`config.mk`:
```
export PLATFORM = sky130hd
export DESIGN_NAME = coherence_bus_ctrl
export DESIGN_NICKNAME = d
export VERILOG_FILES = /design/src/rtl/coherence_bus_pkg.sv /design/src/rtl/cpu_types_pkg.sv /design/src/rtl/rr_arbiter.sv /design/src/rtl/coherence_bus_ctrl.sv
export SDC_FILE = /design/constraint.sdc
export NUM_CORES = 1
export LEC_CHECK = 0
export ABC_CLOCK_PERIOD_IN_PS = 1840
export BUFFER_PORTS_ARGS = -buffer_cell sky130_fd_sc_hd__buf_2
export CAP_MARGIN = 20
export CORE_AREA = 4 4 194 196
export DETAILED_ROUTE_END_ITERATION = 16
export DIE_AREA = 0 0 198 200
export PLACE_DENSITY_LB_ADDON = 0.25
export SLEW_MARGIN = 20
export SYNTH_ARGS = -nofsm -noshare
export SYNTH_HDL_FRONTEND = slang
export SYNTH_SLANG_ARGS = --single-unit
```
`constraint.sdc`:
```
create_clock -name clk_i -period 1.84 [get_ports clk_i]
set_clock_uncertainty 0.2 [all_clocks]
set_input_delay 0.276 -clock clk_i [delete_from_list [all_inputs] [get_ports clk_i]]
set_output_delay 0.276 -clock clk_i [all_outputs]
set_load 0.02 [all_outputs]
```
`src/rtl/coherence_bus_pkg.sv`:
```
// Types and helpers for the N-core coherence bus controller.
package coherence_bus_pkg;
  localparam int MAX_CPUS = 8;
  localparam int IDX_W    = 3;

  typedef enum logic [2:0] {
    IDLE, IFETCH, WB, SNOOP, SNOOP_RSP, C2C, MEMLD, INV
  } bus_state_t;

  // First set bit of vec at or after ptr, wrapping; bits above the core count must be zero.
  function automatic logic [IDX_W-1:0] rr_next(input logic [IDX_W-1:0] ptr,
                                               input logic [MAX_CPUS-1:0] vec);
    logic [IDX_W-1:0] idx;
    rr_next = ptr;
    for (int k = MAX_CPUS - 1; k >= 0; k--) begin
      idx = ptr + IDX_W'(k);
      if (vec[idx]) rr_next = idx;
    end
  endfunction
endpackage

```
`src/rtl/cpu_types_pkg.sv`:
```
// Shared CPU/RAM types: the machine word and the RAM handshake state.
package cpu_types_pkg;
  typedef logic [31:0] word_t;
  typedef enum logic [1:0] {FREE, BUSY, ACCESS, ERROR} ramstate_t;
endpackage

```
`src/rtl/rr_arbiter.sv`:
```
// Round-robin arbiter: picks the first requester at or after the pointer.
module rr_arbiter
  import coherence_bus_pkg::*;
#(
  parameter int N = 2
) (
  input  logic [N-1:0]         req_i,
  input  logic [$clog2(N)-1:0] ptr_i,
  output logic [N-1:0]         gnt_o,
  output logic [$clog2(N)-1:0] idx_o,
  output logic                 valid_o
);
  logic [MAX_CPUS-1:0] vec;
  logic [IDX_W-1:0]    sel;

  always_comb begin
    vec          = '0;
    vec[N-1:0]   = req_i;
    sel          = rr_next(IDX_W'(ptr_i), vec);
    idx_o        = sel[$clog2(N)-1:0];
    valid_o      = |req_i;
    gnt_o        = '0;
    if (valid_o) gnt_o[idx_o] = 1'b1;
  end
endmodule

```
`src/rtl/coherence_bus_ctrl.sv`:
```
// N-core coherent bus controller: arbitrates fetches, reads, writebacks and
// invalidations onto one RAM port, with snooping and cache-to-cache supply.
module coherence_bus_ctrl
  import cpu_types_pkg::*;
  import coherence_bus_pkg::*;
#(
  parameter int CPUS     = 2,
  parameter int BLKWORDS = 2
) (
  input  logic            clk_i,
  input  logic            rst_i,
  input  logic [CPUS-1:0] iREN_i,
  input  word_t           iaddr_i [CPUS],
  output logic [CPUS-1:0] iwait_o,
  output word_t           iload_o [CPUS],
  input  logic [CPUS-1:0] dREN_i,
  input  logic [CPUS-1:0] dWEN_i,
  input  word_t           daddr_i [CPUS],
  input  word_t           dstore_i [CPUS],
  output logic [CPUS-1:0] dwait_o,
  output word_t           dload_o [CPUS],
  input  logic [CPUS-1:0] cctrans_i,
  input  logic [CPUS-1:0] ccwrite_i,
  output logic [CPUS-1:0] ccwait_o,
  output logic [CPUS-1:0] ccinv_o,
  output word_t           ccsnoopaddr_o [CPUS],
  input  word_t           ramload_i,
  input  ramstate_t       ramstate_i,
  output word_t           ramaddr_o,
  output word_t           ramstore_o,
  output logic            ramREN_o,
  output logic            ramWEN_o
);
  localparam int IW = $clog2(CPUS);
  localparam int WW = $clog2(BLKWORDS) + 1;
  localparam logic [IW-1:0] LAST_CPU = IW'(CPUS - 1);
  localparam logic [WW-1:0] BLK_CNT  = WW'(BLKWORDS);

  bus_state_t      state_q, state_d;
  logic [IW-1:0]   req_q, req_d, owner_q, owner_d;
  logic [IW-1:0]   dptr_q, dptr_d, iptr_q, iptr_d;
  logic [WW-1:0]   wcnt_q, wcnt_d, wnext;

  logic [CPUS-1:0] dreq, dgnt, ignt, others;
  logic [IW-1:0]   didx, iidx, ownSel;
  logic            dvalid, ivalid, ownFound, access, wordDone;

  assign dreq   = dREN_i | dWEN_i | (cctrans_i & ccwrite_i);
  assign others = ~(CPUS'(1) << req_q);
  assign access = (ramstate_i == ACCESS);
  assign wnext  = wcnt_q + 1'b1;

  rr_arbiter #(.N(CPUS)) u_darb (
    .req_i(dreq), .ptr_i(dptr_q), .gnt_o(dgnt), .idx_o(didx), .valid_o(dvalid)
  );

  rr_arbiter #(.N(CPUS)) u_iarb (
    .req_i(iREN_i), .ptr_i(iptr_q), .gnt_o(ignt), .idx_o(iidx), .valid_o(ivalid)
  );

  // Lowest-numbered snooper reporting a Modified copy supplies the block.
  always_comb begin
    ownFound = 1'b0;
    ownSel   = '0;
    for (int j = CPUS - 1; j >= 0; j--) begin
      if (others[j] && cctrans_i[j] && ccwrite_i[j]) begin
        ownFound = 1'b1;
        ownSel   = IW'(j);
      end
    end
  end

  always_ff @(posedge clk_i or posedge rst_i) begin
    if (rst_i) begin
      state_q <= IDLE;
      req_q   <= '0;
      owner_q <= '0;
      dptr_q  <= '0;
      iptr_q  <= '0;
      wcnt_q  <= '0;
    end else begin
      state_q <= state_d;
      req_q   <= req_d;
      owner_q <= owner_d;
      dptr_q  <= dptr_d;
      iptr_q  <= iptr_d;
      wcnt_q  <= wcnt_d;
    end
  end

  always_comb begin
    state_d    = state_q;
    req_d      = req_q;
    owner_d    = owner_q;
    dptr_d     = dptr_q;
    iptr_d     = iptr_q;
    wcnt_d     = wcnt_q;
    wordDone   = 1'b0;
    iwait_o    = '1;
    dwait_o    = '1;
    ccwait_o   = '0;
    ccinv_o    = '0;
    ramaddr_o  = '0;
    ramstore_o = '0;
    ramREN_o   = 1'b0;
    ramWEN_o   = 1'b0;
    for (int j = 0; j < CPUS; j++) begin
      iload_o[j]       = '0;
      dload_o[j]       = '0;
      ccsnoopaddr_o[j] = '0;
    end

    // ERROR and BUSY fall through without ACCESS, so the state and command simply repeat.
    case (state_q)
      IDLE: begin
        if (dvalid) begin
          req_d  = didx;
          dptr_d = (didx == LAST_CPU) ? '0 : didx + 1'b1;
          if (|(dWEN_i & dgnt))      state_d = WB;
          else if (|(dREN_i & dgnt)) state_d = SNOOP;
          else                       state_d = INV;
        end else if (ivalid && (iREN_i & ignt) != '0) begin
          req_d   = iidx;
          iptr_d  = (iidx == LAST_CPU) ? '0 : iidx + 1'b1;
          state_d = IFETCH;
        end
      end
      IFETCH: begin
        ramREN_o  = 1'b1;
        ramaddr_o = iaddr_i[req_q];
        if (access) begin
          iwait_o[req_q] = 1'b0;
          iload_o[req_q] = ramload_i;
          state_d        = IDLE;
        end
      end
      WB: begin
        ramWEN_o   = 1'b1;
        ramaddr_o  = daddr_i[req_q];
        ramstore_o = dstore_i[req_q];
        if (access) begin
          dwait_o[req_q] = 1'b0;
          wordDone       = 1'b1;
        end
      end
      SNOOP, SNOOP_RSP: begin
        ccwait_o = others;
        ccinv_o  = others & {CPUS{ccwrite_i[req_q]}};
        for (int j = 0; j < CPUS; j++) begin
          if (others[j]) ccsnoopaddr_o[j] = daddr_i[req_q];
        end
        if (state_q == SNOOP) begin
          state_d = SNOOP_RSP;
        end else if (ownFound) begin
          owner_d = ownSel;
          state_d = C2C;
        end else begin
          state_d = MEMLD;
        end
      end
      C2C: begin
        dload_o[req_q]    = dstore_i[owner_q];
        ramWEN_o          = 1'b1;
        ramaddr_o         = daddr_i[owner_q];
        ramstore_o        = dstore_i[owner_q];
        ccwait_o[owner_q] = 1'b1;
        ccinv_o           = others & {CPUS{ccwrite_i[req_q]}};
        if (access) begin
          dwait_o[req_q]   = 1'b0;
          dwait_o[owner_q] = 1'b0;
          wordDone         = 1'b1;
        end
      end
      MEMLD: begin
        ramREN_o  = 1'b1;
        ramaddr_o = daddr_i[req_q];
        ccinv_o   = others & {CPUS{ccwrite_i[req_q]}};
        if (access) begin
          dload_o[req_q] = ramload_i;
          dwait_o[req_q] = 1'b0;
          wordDone       = 1'b1;
        end
      end
      INV: begin
        ccinv_o        = others;
        dwait_o[req_q] = 1'b0;
        state_d        = IDLE;
      end
      default: state_d = IDLE;
    endcase

    if (wordDone) begin
      if (wnext == BLK_CNT) begin
        wcnt_d  = '0;
        state_d = IDLE;
      end else begin
        wcnt_d = wnext;
      end
    end
  end
endmodule

```
==> reports/qor.txt <==
Die X-Extent - 198 µm
critical setup path kind - flip-flop to output port
most common cell in the netlist - and2_1
Slowest-stage cell, CP - dfrtp_2
cell taking the most area after synthesis - and2_1
Worst EP required - 1.36 ns
Avg Inst Size Synth - 7.01 µm²
DR pass1 iterations - 8
#FFs+latches synth - 9
Hold Path Cell Cnt - 2
wire length per cell - 25.0 µm
minimum clock period - 2.59 ns
Cell variety after synth - 47
final layout net count - 1524
largest net degree at the start of global routing - 28
Synth top area share - 18.7%
routability cong. - 0.942
share of cells above drive strength 1 - 89.0%
Leak - 6.41 nW
Slew Viols, Final - 0
Final WS setup - -0.753 ns
setup total negative slack - -164.21 ns
Synth Warn # - 0
Top Ports - 504
WL final - 43900 µm
CTS clk-pin slew, worst paths - 0.04 ns
maximum clock frequency - 386 MHz
H-Tree Level Count - 1
Final Hold Violating Endpoints - 0
Tot GR Track Use - 19.6%
clk buf depth - 2
Core Footprint - 36100 µm²
CTS tree - done
number of max-cap violations - 0
number of global-route vias before repair - 8563
# setup viols final - 275
DRC viols - 0
element type at the critical path end - output port
DR vias - 8128
P_sw - 9.89 mW
ys async rst share - 100%
outcome - complete, but fails checks
via density per instance - 4.63
RSZ-0062 raised after global routing - yes
Synth area leaders - and2_1, mux2_2, mux2i_1
clock sinks - 9
Worst EP arrival - 2.12 ns
CP Cell Sequence - inv_2, ha_4, inv_4, o22ai_4, clkbuf_16, a222oi_1, nor2b_2, buf_6
min-delay worst type - input pin to flip-flop
EDFF count, synth - 0
initial antenna violation count - 10
hpwl dp - 28700 µm
worst-skew pair later-pin latency - 0.24 ns
R2R cell count - 11
Main synth FF type - dfrtp_1
IR drop worst, VDD - 0.737 mV
Max-slew headroom - 64.7%
Startpoint Class - flip-flop
sequential fraction of the synthesis area - 5.09%
placed cell count - 1638
Post-synth top cells - and2_1, nand2_1, mux2i_1, mux2_2, o21ai_0
Flop pwr share - 2.3%
internal power - 10.9 mW
Tcrit/Tclk final - 141%
P&R area growth vs syn - 222%
Layout Cells excl Fill - 1754
Mapped Area - 4420 µm²
Largest stage delay, worst path - 0.43 ns
Post-DRT Antenna Nets - 0
Sw Ratio - 47.6%
Crit Path Max Fanout - 7
Starting Density - 12.3%
die height - 200 µm
Remaining Overflow, GRT - 0
row cnt - 70
Net Count, Synth - 873
combinational power share - 95.8%
Worst Max-Slew Pin Slew - 0.529 ns
cts bufs inserted - 3
Total Die Area - 39600 µm²
first-pass GRT wire length - 58000 µm
Clk pwr share - 1.9%
Power Dens Cells - 1460 nW/µm²
FILL cells - 3494
failing checks - setup timing
Iter 0 DRT Violations - 389
IO Port Bufs - 503
Cells after Synth - 631
CTS root buffer - clkbuf_16
registers in the layout, indices dropped and copies added (netlist names):
register,cells
state_q,3
req_q,1
dptr_q,1
wcnt_q,2
iptr_q,1
owner_q,1
power groups by stage:
| stage | clock network, mW | logic (mW) | registers (mW) |
|---|---|---|---|
| after CTS | 0.405 | 18.2 | 0.469 |
| after detailed placement | 0 | 13.2 | 0.437 |
| final | 0.398 | 19.9 | 0.475 |
| after global routing | 0.420 | 20.8 | 0.491 |
| after floorplan | 0 | 8.52 | 0.383 |
| after global placement | 0 | 13.3 | 0.435 |
metal layers:
layer	share of wire, %	vias to the layer above	wire length [µm]	track usage [%]
met4	4.7	4	2050	6.43
met5	0.073	-	32	0
met2	56	460	24400	39.6
li1	-	3645	-	-
met3	6.2	85	2700	2.82
met1	34	3934	14800	20.7
worst paths after layout:
| kind | endpoint | startpoint | slack, ns |
|---|---|---|---|
| min in group asynchronous | iptr_q$_DFFE_PP0P_ | rst_i | 0.35 |
| min reg2reg | wcnt_q[0]$_DFFE_PP0P_ | wcnt_q[0]$_DFFE_PP0P_ | 0.28 |
| max | ramaddr_o[10] | state_q[0]$_DFF_PP0_ | -0.75 |
| max in group asynchronous | owner_q$_DFFE_PP0P_ | rst_i | 0.77 |
| max reg2reg | state_q[0]$_DFF_PP0_ | state_q[1]$_DFF_PP0_ | -0.61 |
| min | iptr_q$_DFFE_PP0P_ | iREN_i[1] | 0.08 |
cells by family after synthesis:
kind of cell    share of synthesized area, %
flops                                   5.09
mux                                     23.5
compound gates                          28.2
fa+ha+maj                               1.13
simple gates                            34.4
buf+inv                                 7.39
xor+xnor                               0.198
through the flow:
step	worst slack [ns]	power, mW	util, %	cell area [µm²]	hold slack, ns
after global placement	-0.541	13.7	27.2	9810	0.0812
after detailed placement	-0.545	13.7	27.2	9810	0.0790
after floorplan	-0.212	8.91	-	6120	-0.0961
final	-0.753	20.8	39.4	14200	0.0791
after CTS	-0.748	19.0	36.6	13200	0.0796
after global routing	-0.833	21.7	39.4	14200	0.108
final cells by class:
type	instances	area (µm²)	area share, %
antenna	5	12.5	0.0879
clock buffer	4	78.8	0.554
inverter	6	25.0	0.176
sequential	9	235	1.65
tap	468	586	4.11
timing repair buffer	704	7080	49.7
multi-input combinational	558	6220	43.7
worst max-delay path, delay by kind of cell (launching register included):
kind,cells,cell delay (ns)
and+or+nand+nor,1,0.23
AOI/OAI and AO/OA,2,0.46
adders and majority gates,1,0.19
DFF,1,0.43
buffers and inverters,4,0.54
layout by cell type, fill, tap and decap left out, types with 4 or more instances in the layout:
| cell | n |
|---|---|
| o22ai_4 | 16 |
| a222oi_1 | 32 |
| mux2_2 | 48 |
| o21ai_0 | 4 |
| nand2b_4 | 5 |
| nand2_8 | 11 |
| mux2i_1 | 35 |
| dfrtp_1 | 5 |
| buf_16 | 21 |
| mux2i_4 | 11 |
| buf_8 | 12 |
| buf_2 | 239 |
| buf_4 | 79 |
| a21oi_4 | 19 |
| buf_12 | 51 |
| nor2_2 | 9 |
| nand2_4 | 24 |
| nor2b_2 | 29 |
| nor2b_4 | 6 |
| diode_2 | 5 |
| nand2_2 | 13 |
| nor2_4 | 12 |
| nand2_1 | 9 |
| buf_6 | 293 |
| a21oi_1 | 7 |
| o21ai_4 | 29 |
| mux2i_2 | 4 |
| nor2_1 | 15 |
| clkbuf_16 | 11 |
| a22o_4 | 29 |
| and2_4 | 132 |
| ha_4 | 4 |
| o21ai_2 | 4 |
repair_timing:
action                                 4_1_cts  5_1_grt
hold buffers                                 1        0
setup buffers                               61       27
cloned                                      34       10
pin swaps                                   99       92
endpoints found under the hold margin        9        0
resized for setup                          607      278
setup endpoints to repair                  273      275
Note: power is estimated with default switching activity, not from simulation.
